<file path="src/rtl/mul_arbiter_pkg.sv">
// Shared types and constants for the two-requester multiplier arbiter.
package mul_arbiter_pkg;

    typedef enum logic [1:0] {
        IDLE  = 2'b00,
        BUSY  = 2'b01,
        DRAIN = 2'b10,
        ABORT = 2'b11
    } state_t;

    localparam int unsigned REQ_ID_W            = 1;
    localparam int unsigned WDOG_CYCLES_DEFAULT = 64;

    typedef logic [REQ_ID_W-1:0] req_id_t;

endpackage

</file>
<file path="src/rtl/mul_arbiter_if.sv">
// Bus between the arbiter (master) and the external multiplier (slave).
interface mul_arbiter_if;

    logic        mul_start_o;
    logic        mul_annul_o;
    logic        mul_signed_o;
    logic [31:0] mul_op1_o;
    logic [31:0] mul_op2_o;
    logic [63:0] mul_result_i;
    logic        mul_ready_i;

    modport master (
        output mul_start_o, mul_annul_o, mul_signed_o, mul_op1_o, mul_op2_o,
        input  mul_result_i, mul_ready_i
    );

    modport slave (
        input  mul_start_o, mul_annul_o, mul_signed_o, mul_op1_o, mul_op2_o,
        output mul_result_i, mul_ready_i
    );

endinterface

</file>
<file path="src/rtl/mul_arbiter_rr_arb2.sv">
// Two-way round-robin grant; the priority pointer moves only when a grant is taken.
module rr_arb2
    import mul_arbiter_pkg::*;
(
    input  logic       clk,
    input  logic       rst,
    input  logic [1:0] req,
    input  logic       take,
    output logic       gnt_any,
    output req_id_t    gnt_id
);

    // Holds the requester that wins a tie; resets to 0 so requester 0 goes first.
    req_id_t prio;

    always_comb begin
        gnt_any = |req;
        case (req)
            2'b10:   gnt_id = req_id_t'(1);
            2'b11:   gnt_id = prio;
            default: gnt_id = '0;
        endcase
    end

    always_ff @(posedge clk) begin
        if (rst) begin
            prio <= '0;
        end else if (take) begin
            prio <= ~gnt_id;
        end
    end

endmodule

</file>
<file path="src/rtl/mul_arbiter.sv">
// Shares one external multiplier between two requesters with flush and round-robin.
// Optional watchdog abort enabled by defining MUL_ARB_WATCHDOG_EN.
module mul_arbiter
    import mul_arbiter_pkg::*;
#(
    parameter int unsigned WDOG_CYCLES = WDOG_CYCLES_DEFAULT
) (
    input  logic          clk,
    input  logic          rst,
    input  logic          req0_valid,
    input  logic          req0_signed,
    input  logic [31:0]   req0_a,
    input  logic [31:0]   req0_b,
    output logic          req0_accept,
    output logic          req0_done,
    output logic          req0_err,
    input  logic          req1_valid,
    input  logic          req1_signed,
    input  logic [31:0]   req1_a,
    input  logic [31:0]   req1_b,
    output logic          req1_accept,
    output logic          req1_done,
    output logic          req1_err,
    input  logic          flush0,
    output logic [63:0]   res_o,
    output logic          busy_o,
    mul_arbiter_if.master mul
);

    state_t      state;
    req_id_t     owner;
    logic        op_signed;
    logic [31:0] op_a;
    logic [31:0] op_b;
    logic [63:0] res_q;
    logic [1:0]  accept_q;
    logic [1:0]  done_q;
    logic        start_q;
    logic        annul_q;
    logic        gnt_any;
    req_id_t     gnt_id;
    logic        take;

    assign take = (state == IDLE) && gnt_any;

    rr_arb2 u_rr_arb2 (
        .clk     (clk),
        .rst     (rst),
        .req     ({req1_valid, req0_valid & ~flush0}),
        .take    (take),
        .gnt_any (gnt_any),
        .gnt_id  (gnt_id)
    );

`ifdef MUL_ARB_WATCHDOG_EN
    logic [1:0]  err_q;
    logic [31:0] wdog_cnt;
`endif

    always_ff @(posedge clk) begin
        if (rst) begin
            state     <= IDLE;
            owner     <= '0;
            op_signed <= 1'b0;
            op_a      <= '0;
            op_b      <= '0;
            res_q     <= '0;
            accept_q  <= '0;
            done_q    <= '0;
            start_q   <= 1'b0;
            annul_q   <= 1'b0;
`ifdef MUL_ARB_WATCHDOG_EN
            err_q     <= '0;
            wdog_cnt  <= '0;
`endif
        end else begin
            accept_q <= '0;
            done_q   <= '0;
            annul_q  <= 1'b0;
`ifdef MUL_ARB_WATCHDOG_EN
            err_q    <= '0;
`endif
            case (state)
                IDLE: begin
                    if (gnt_any) begin
                        accept_q[gnt_id] <= 1'b1;
                        owner            <= gnt_id;
                        op_signed        <= (gnt_id != '0) ? req1_signed : req0_signed;
                        op_a             <= (gnt_id != '0) ? req1_a : req0_a;
                        op_b             <= (gnt_id != '0) ? req1_b : req0_b;
                        start_q          <= 1'b1;
                        state            <= BUSY;
`ifdef MUL_ARB_WATCHDOG_EN
                        wdog_cnt         <= '0;
`endif
                    end
                end
                BUSY: begin
                    // Flush outranks a simultaneous ready: the product is dropped.
                    if (flush0 && owner == '0) begin
                        annul_q <= 1'b1;
                        start_q <= 1'b0;
                        state   <= DRAIN;
                    end else if (mul.mul_ready_i) begin
                        res_q         <= mul.mul_result_i;
                        done_q[owner] <= 1'b1;
                        start_q       <= 1'b0;
                        state         <= DRAIN;
                    end
`ifdef MUL_ARB_WATCHDOG_EN
                    else if (wdog_cnt == WDOG_CYCLES - 1) begin
                        annul_q      <= 1'b1;
                        err_q[owner] <= 1'b1;
                        start_q      <= 1'b0;
                        state        <= ABORT;
                    end else begin
                        wdog_cnt <= wdog_cnt + 1;
                    end
`endif
                end
                ABORT: state <= DRAIN;
                DRAIN: begin
                    if (!mul.mul_ready_i) begin
                        state <= IDLE;
                    end
                end
                default: state <= IDLE;
            endcase
        end
    end

    assign req0_accept      = accept_q[0];
    assign req1_accept      = accept_q[1];
    assign req0_done        = done_q[0];
    assign req1_done        = done_q[1];
`ifdef MUL_ARB_WATCHDOG_EN
    assign req0_err         = err_q[0];
    assign req1_err         = err_q[1];
`else
    assign req0_err         = 1'b0;
    assign req1_err         = 1'b0;
`endif
    assign res_o            = res_q;
    assign busy_o           = (state != IDLE);
    assign mul.mul_start_o  = start_q;
    assign mul.mul_annul_o  = annul_q;
    assign mul.mul_signed_o = op_signed;
    assign mul.mul_op1_o    = op_a;
    assign mul.mul_op2_o    = op_b;

endmodule

</file>
<file path="src/flat_wrapper.sv">
// flat-port wrapper written by rule: the top's interface ports become plain ports
module mul_arbiter_flat import mul_arbiter_pkg::*;
#(
    parameter int unsigned WDOG_CYCLES = WDOG_CYCLES_DEFAULT
)
  (clk, rst, req0_valid, req0_signed, req0_a, req0_b, req0_accept, req0_done, req0_err, req1_valid, req1_signed, req1_a, req1_b, req1_accept, req1_done, req1_err, flush0, res_o, busy_o, mul_mul_start_o, mul_mul_annul_o, mul_mul_signed_o, mul_mul_op1_o, mul_mul_op2_o, mul_mul_result_i, mul_mul_ready_i);
  mul_arbiter_if mul_i ();
  input  logic clk;
  input  logic rst;
  input  logic req0_valid;
  input  logic req0_signed;
  input  logic [31:0] req0_a;
  input  logic [31:0] req0_b;
  output logic req0_accept;
  output logic req0_done;
  output logic req0_err;
  input  logic req1_valid;
  input  logic req1_signed;
  input  logic [31:0] req1_a;
  input  logic [31:0] req1_b;
  output logic req1_accept;
  output logic req1_done;
  output logic req1_err;
  input  logic flush0;
  output logic [63:0] res_o;
  output logic busy_o;
  output wire logic [$bits(mul_i.mul_start_o)-1:0] mul_mul_start_o;
  output wire logic [$bits(mul_i.mul_annul_o)-1:0] mul_mul_annul_o;
  output wire logic [$bits(mul_i.mul_signed_o)-1:0] mul_mul_signed_o;
  output wire logic [$bits(mul_i.mul_op1_o)-1:0] mul_mul_op1_o;
  output wire logic [$bits(mul_i.mul_op2_o)-1:0] mul_mul_op2_o;
  input wire logic [$bits(mul_i.mul_result_i)-1:0] mul_mul_result_i;
  input wire logic [$bits(mul_i.mul_ready_i)-1:0] mul_mul_ready_i;
  assign mul_mul_start_o = mul_i.mul_start_o;
  assign mul_mul_annul_o = mul_i.mul_annul_o;
  assign mul_mul_signed_o = mul_i.mul_signed_o;
  assign mul_mul_op1_o = mul_i.mul_op1_o;
  assign mul_mul_op2_o = mul_i.mul_op2_o;
  assign mul_i.mul_result_i = mul_mul_result_i;
  assign mul_i.mul_ready_i = mul_mul_ready_i;
  mul_arbiter #(.WDOG_CYCLES(WDOG_CYCLES)) u_core (.clk(clk), .rst(rst), .req0_valid(req0_valid), .req0_signed(req0_signed), .req0_a(req0_a), .req0_b(req0_b), .req0_accept(req0_accept), .req0_done(req0_done), .req0_err(req0_err), .req1_valid(req1_valid), .req1_signed(req1_signed), .req1_a(req1_a), .req1_b(req1_b), .req1_accept(req1_accept), .req1_done(req1_done), .req1_err(req1_err), .flush0(flush0), .res_o(res_o), .busy_o(busy_o), .mul(mul_i));
endmodule
</file>
<file path="config.mk">
export PLATFORM = sky130hd
export DESIGN_NAME = mul_arbiter_flat
export DESIGN_NICKNAME = d
export VERILOG_FILES = /design/src/rtl/mul_arbiter_pkg.sv /design/src/rtl/mul_arbiter_if.sv /design/src/rtl/mul_arbiter_rr_arb2.sv /design/src/rtl/mul_arbiter.sv /design/src/flat_wrapper.sv
export SDC_FILE = /design/constraint.sdc
export NUM_CORES = 1
export LEC_CHECK = 0
export CAP_MARGIN = 10
export CORE_AREA = 5 5 127 129
export CTS_BUF_LIST = sky130_fd_sc_hd__clkbuf_8
export DETAILED_ROUTE_END_ITERATION = 6
export DIE_AREA = 0 0 132 134
export PLACE_DENSITY = 0.83
export SETUP_SLACK_MARGIN = 0.2
export SKIP_CTS_REPAIR_TIMING = 1
export SYNTH_ARGS = -nofsm -noshare
export SYNTH_HDL_FRONTEND = slang
export SYNTH_SLANG_ARGS = --single-unit
</file>
<file path="constraint.sdc">
create_clock -name clk -period 2.6 [get_ports clk]
set_input_delay 0.26 -clock clk [delete_from_list [all_inputs] [get_ports clk]]
set_output_delay 0.26 -clock clk [all_outputs]
set_load 0.02 [all_outputs]
</file>
# Word-level counts from Yosys, hierarchy flattened
# Index checks and enable logic that the tools add are counted.
# op_classes
reduce_logical,15
order_cmp,4
eq_ne,8
bitwise,9
muxes,18
# ops
op,n
$mux 32,2
$reduce_and 3->1,3
$eq 2x2->1 const B,4
$mux 2,4
$not 1->1,8
$pmux 2 s4,1
$mux 1,7
$logic_and 1x1->1,4
$lt 1x2->1 const B,2
$pmux 1 s2,2
$reduce_bool 2->1,2
$reduce_or 2->1,2
$reduce_or 4->1,1
$ne 3x2->1 const B,1
$reduce_or 3->1,1
$demux 1 s1,2
$eq 2x1->1 const B,1
$ge 1x1->1 const B,2
$logic_not 2->1,1
$ne 2x1->1 const B,1
$ne 2x2->1 const B,1
$reduce_and 2->1,1
$and 1x1->1,1
# totals
output_inout_bits,138
input_bits,200
word_cells,65
ff_bits,139

# Longest topological paths before layout
# logic_depth
ltp_word,8
mapped_depth,7
ltp_nobuf,5

# By module
# From an unflattened synthesis, not the netlist that was laid out.
# unflattened
cells_unflattened,614
hier_area_um2,6226.0
# modules_own_cells
module,n_inst,seq_area_each_um2,area_per_inst_um2,cells_per_inst
mul_arbiter,1,2762.6,6159.7,608
rr_arb2,1,20.0,66.3,6

# Worst setup path after synthesis
# Ideal clock, no wire load.
# synth_path
path_kind,register -> register
startpoint,reg u_core.state[0]
endpoint,"reg u_core.op_a[25], in the netlist u_core.mul.mul_op1_o[25]"
period_less_slack_ns,1.490
slack_ns,1.110
stages_incl_launch_ff,8
setup_time_ns,0.128
arrival_ns,1.362
path_buffers,2
t_required_ns,2.472
cell_sequence,dfxtp_1 nor2_4 inv_2 a211oi_2 buf_2 buf_4 a222oi_1 nor2_1
# synth_between
elab_chain_cells,2
# synth_lines
item,line_no,text
start: declaration,mul_arbiter.sv:30,state_t state;
start signal: assignment,mul_arbiter.sv:62,state <= IDLE;
start signal: assignment,mul_arbiter.sv:92,state <= BUSY;
start signal: assignment,mul_arbiter.sv:103,state <= DRAIN;
$logic_not 2->1,mul_arbiter.sv:83,case (state)
$reduce_and 2->1 (no source line),n/a,
end signal: assignment,mul_arbiter.sv:89,op_a <= (gnt_id != '0) ? req1_a : req0_a;
end: declaration,mul_arbiter.sv:33,logic [31:0] op_a;
# Every way passes these cells.
# A chain may end at the register's enable or synchronous reset.

# Worst setup path in the final report
# layout_path
startpoint,reg u_core.state[0]
endpoint,out busy_o
# layout_between
elab_chain_cells,1
# layout_lines
item,line_no,text
$reduce_bool 2->1,mul_arbiter.sv:144,assign busy_o = (state != IDLE);
end: declaration,flat_wrapper.sv:26,output logic busy_o;
# Every way passes these cells.

==> results.json <==
{
  "status": "finished, final reports clean",
  "critPathRequiredTime_ns": 2.34,
  "synth_warnings": 0,
  "setup_viol": 0,
  "r2r-end": "u_core.mul.mul_op1_o[21]$_SDFFE_PP0P_",
  "track_usage_pct": 19.3,
  "tightest_slew_ns": 1.10,
  "reg2reg_slack_ns": 0.66,
  "cts_max_level": 4,
  "start_util_pct": 33.5,
  "maxCapViolations": 0,
  "p_per_area_mw_per_mm2": 604,
  "overflow": 0,
  "wire_per_inst_um": 17.0,
  "hold_violations": 0,
  "r2r.worst_path.cells": 5,
  "die_height_um": 134,
  "drc": 0,
  "fin_crit_sh_pct": 80.3,
  "min_path_type": "input port to register",
  "seq_area_mm2": 0.00278,
  "wirelength_mm": 18.0,
  "min_to": "u_core.mul.mul_op1_o[25]$_SDFFE_PP0P_",
  "drtAntennaViolNets": 0,
  "root_buffer": "clkbuf_8",
  "area_delta_synth_final_pct": 76.9,
  "fin_ws_ns": 0.513,
  "core-area_mm2": 0.0149,
  "die-area_mm2": 0.0177,
  "nFillCells": 1320,
  "vias": 5290,
  "drive_gt1_share_pct": 6.09,
  "power_leakage_nw": 3.39,
  "cp_max_fo": 6,
  "power_w": 0.00534,
  "grt_start_max_net_pins": 54,
  "grt_pass1_wl_mm": 27.1,
  "grt_pass1_vias": 5119,
  "tns_ns": 0,
  "syn_area_mm2": 0.00500,
  "fmax_mhz": 479,
  "drt_iter0_markers": 474,
  "yosys_register_bits": 139,
  "via_per_inst": 5.00,
  "period_needed_ns": 2.09,
  "critPathKind": "register to output port",
  "multi_input_area_mm2": 0.00183,
  "numCtsBuffers": 17,
  "skew_ns": 0.00999,
  "num_rows": 45,
  "whs_path_depth": 2,
  "io_pins": 338,
  "synth_area_per_cell_um2": 9.24,
  "die_w_um": 132,
  "crit_arrival_ns": 1.83,
  "cts_sinks": 139,
  "fin_hold_ws_ns": 0.322,
  "dr.pass1.iters": 6,
  "clock_latency_ns": 0.43,
  "startpoint_type": "register",
  "drv_slew": 0,
  "slew_headroom_pct": 26.5,
  "synthDistinctLibCells": 28,
  "clk_path_buf_depth": 2,
  "place_congestion": 0.787,
  "syn_inst": 541,
  "diodes": 0,
  "dp_hpwl_mm": 13.5,
  "r2r_start": "u_core.state[0]$_SDFFE_PP0P_",
  "final_nets": 1059,
  "min_from": "rst",
  "path_clk_slew_ns": 0.08,
  "numPortBuffers": 335,
  "rsz0062_at_grt": "false",
  "dp_slack_ns": 0.231,
  "antenna_found_initial": 0,
  "end_kind": "output port",
  "ir_worst_vdd_mv": 0.306,
  "synth_seq_area_share_pct": 55.7,
  "cts_tree": "built"
}
[power breakdown]
| part | internal (W) | leakage (nW) | switching, W |
|---|---|---|---|
| Combinational | 0.000663 | 2.06 | 0.000567 |
| Clock | 0.000921 | 0.201 | 0.000820 |
| Sequential | 0.00228 | 1.13 | 0.0000851 |
| Total | 0.00387 | 3.39 | 0.00147 |
[cells by family (layout without fill, tap and decap cells)]
| logic type | after synthesis | in the layout | share of synthesized area, % |
|---|---|---|---|
| AND/OR/NAND/NOR | 171 | 171 | 13.5 |
| AO/OA/AOI/OAI | 142 | 142 | 22.5 |
| flip-flops | 139 | 139 | 55.7 |
| buffers and inverters | 88 | 416 | 8.19 |
| other | 1 | 2 | 0.0750 |
[worst max path at each step]
stage                                      start                                    end  depth (start not counted)
floorplan           u_core.state[0]$_SDFFE_PP0P_  u_core.mul.mul_op1_o[25]$_SDFFE_PP0P_                          7
global placement                          flush0   u_core.mul.mul_op2_o[9]$_SDFFE_PP0P_                          5
detailed placement                        flush0  u_core.mul.mul_op1_o[21]$_SDFFE_PP0P_                          5
CTS                 u_core.state[0]$_SDFFE_PP0P_                                 busy_o                          3
global route        u_core.state[0]$_SDFFE_PP0P_                                 busy_o                          3
finish              u_core.state[0]$_SDFFE_PP0P_                                 busy_o                          3
[registers in the layout, summed over array words and instances, names as in the netlist]
name and cells:
u_core.res_o 64, u_core.owner 1, u_core.mul.mul_annul_o 1, u_core.mul.mul_start_o 1
u_core.mul.mul_op1_o 32, u_core.done_q 2, u_core.state 2, u_core.mul.mul_op2_o 32
u_core.u_rr_arb2.prio 1, u_core.accept_q 2, u_core.mul.mul_signed_o 1
[routing by layer]
layer  up-vias  share of wire (%)  GRT usage [%]  wire (um)
li1       2540                  -              -          -
met1      2471                 38           21.5       6750
met2       255                 50           33.1       9030
met3        24                 11           8.48       1910
met4         0                1.8           6.00        318
met5         -                  0              0          0
[per-stage QoR]
stage | cell area (um2) | std cells | util, %
final | 8840 | 1058 | 59.3
after CTS | 8840 | 1058 | 59.3
after detailed placement | 8450 | 1028 | 56.6
after floorplan | 5000 | 542 | -
after global placement | 8450 | 1028 | 56.6
after global routing | 8840 | 1058 | 59.3
[critical path, stage by stage, from the launching register on]
cell	delay (ns)
dfxtp_1	0.45
nor2_4	0.07
inv_2	0.18
clkdlybuf4s50_1	0.71
[cell type report]
class | instances | area share (%)
multi-input combinational | 315 | 20.7
clock buffer | 20 | 3.11
inverter | 41 | 1.74
sequential | 139 | 31.5
tap | 188 | 2.66
clock inverter | 10 | 1.33
timing repair buffer | 345 | 39.0
[placed cells by master (no fill, tap or decap), drive strengths merged, types with 6 or more instances in the layout]
| master | n |
|---|---|
| clkdlybuf4s50 | 334 |
| dfxtp | 139 |
| nand2 | 130 |
| a21oi | 67 |
| a222oi | 65 |
| inv | 42 |
| nor2 | 30 |
| clkbuf | 20 |
| buf | 11 |
| clkinv | 6 |
[synth_stat cells]
cell       instances  area share (%)
dfxtp_1          139              56
nor3b_1            1            0.15
a211oi_2           1            0.25
nand3_1            1            0.10
a211oi_4           1            0.40
a2111oi_4          2             1.1
a211oi_1           1            0.15
nor2b_2            1            0.18
buf_2             18             1.8
inv_2              1           0.075
nor2_1            29             2.2
a222oi_1          65              13
and3_1             1            0.13
inv_1             40             3.0
clkbuf_1          18             1.4
a2111oi_0          1            0.18
nor2_4             1            0.23
buf_4              7             1.1
conb_1             1           0.075
o21ai_0            2            0.20
nand2_1          130             9.8
a21oi_1           67             6.7
nor3_1             3            0.30
buf_6              4            0.90
nand2b_1           3            0.38
and2b_1            1            0.15
a21bo_2            1            0.20
o2bb2ai_2          1            0.30
(Power assumes the default switching activity.)
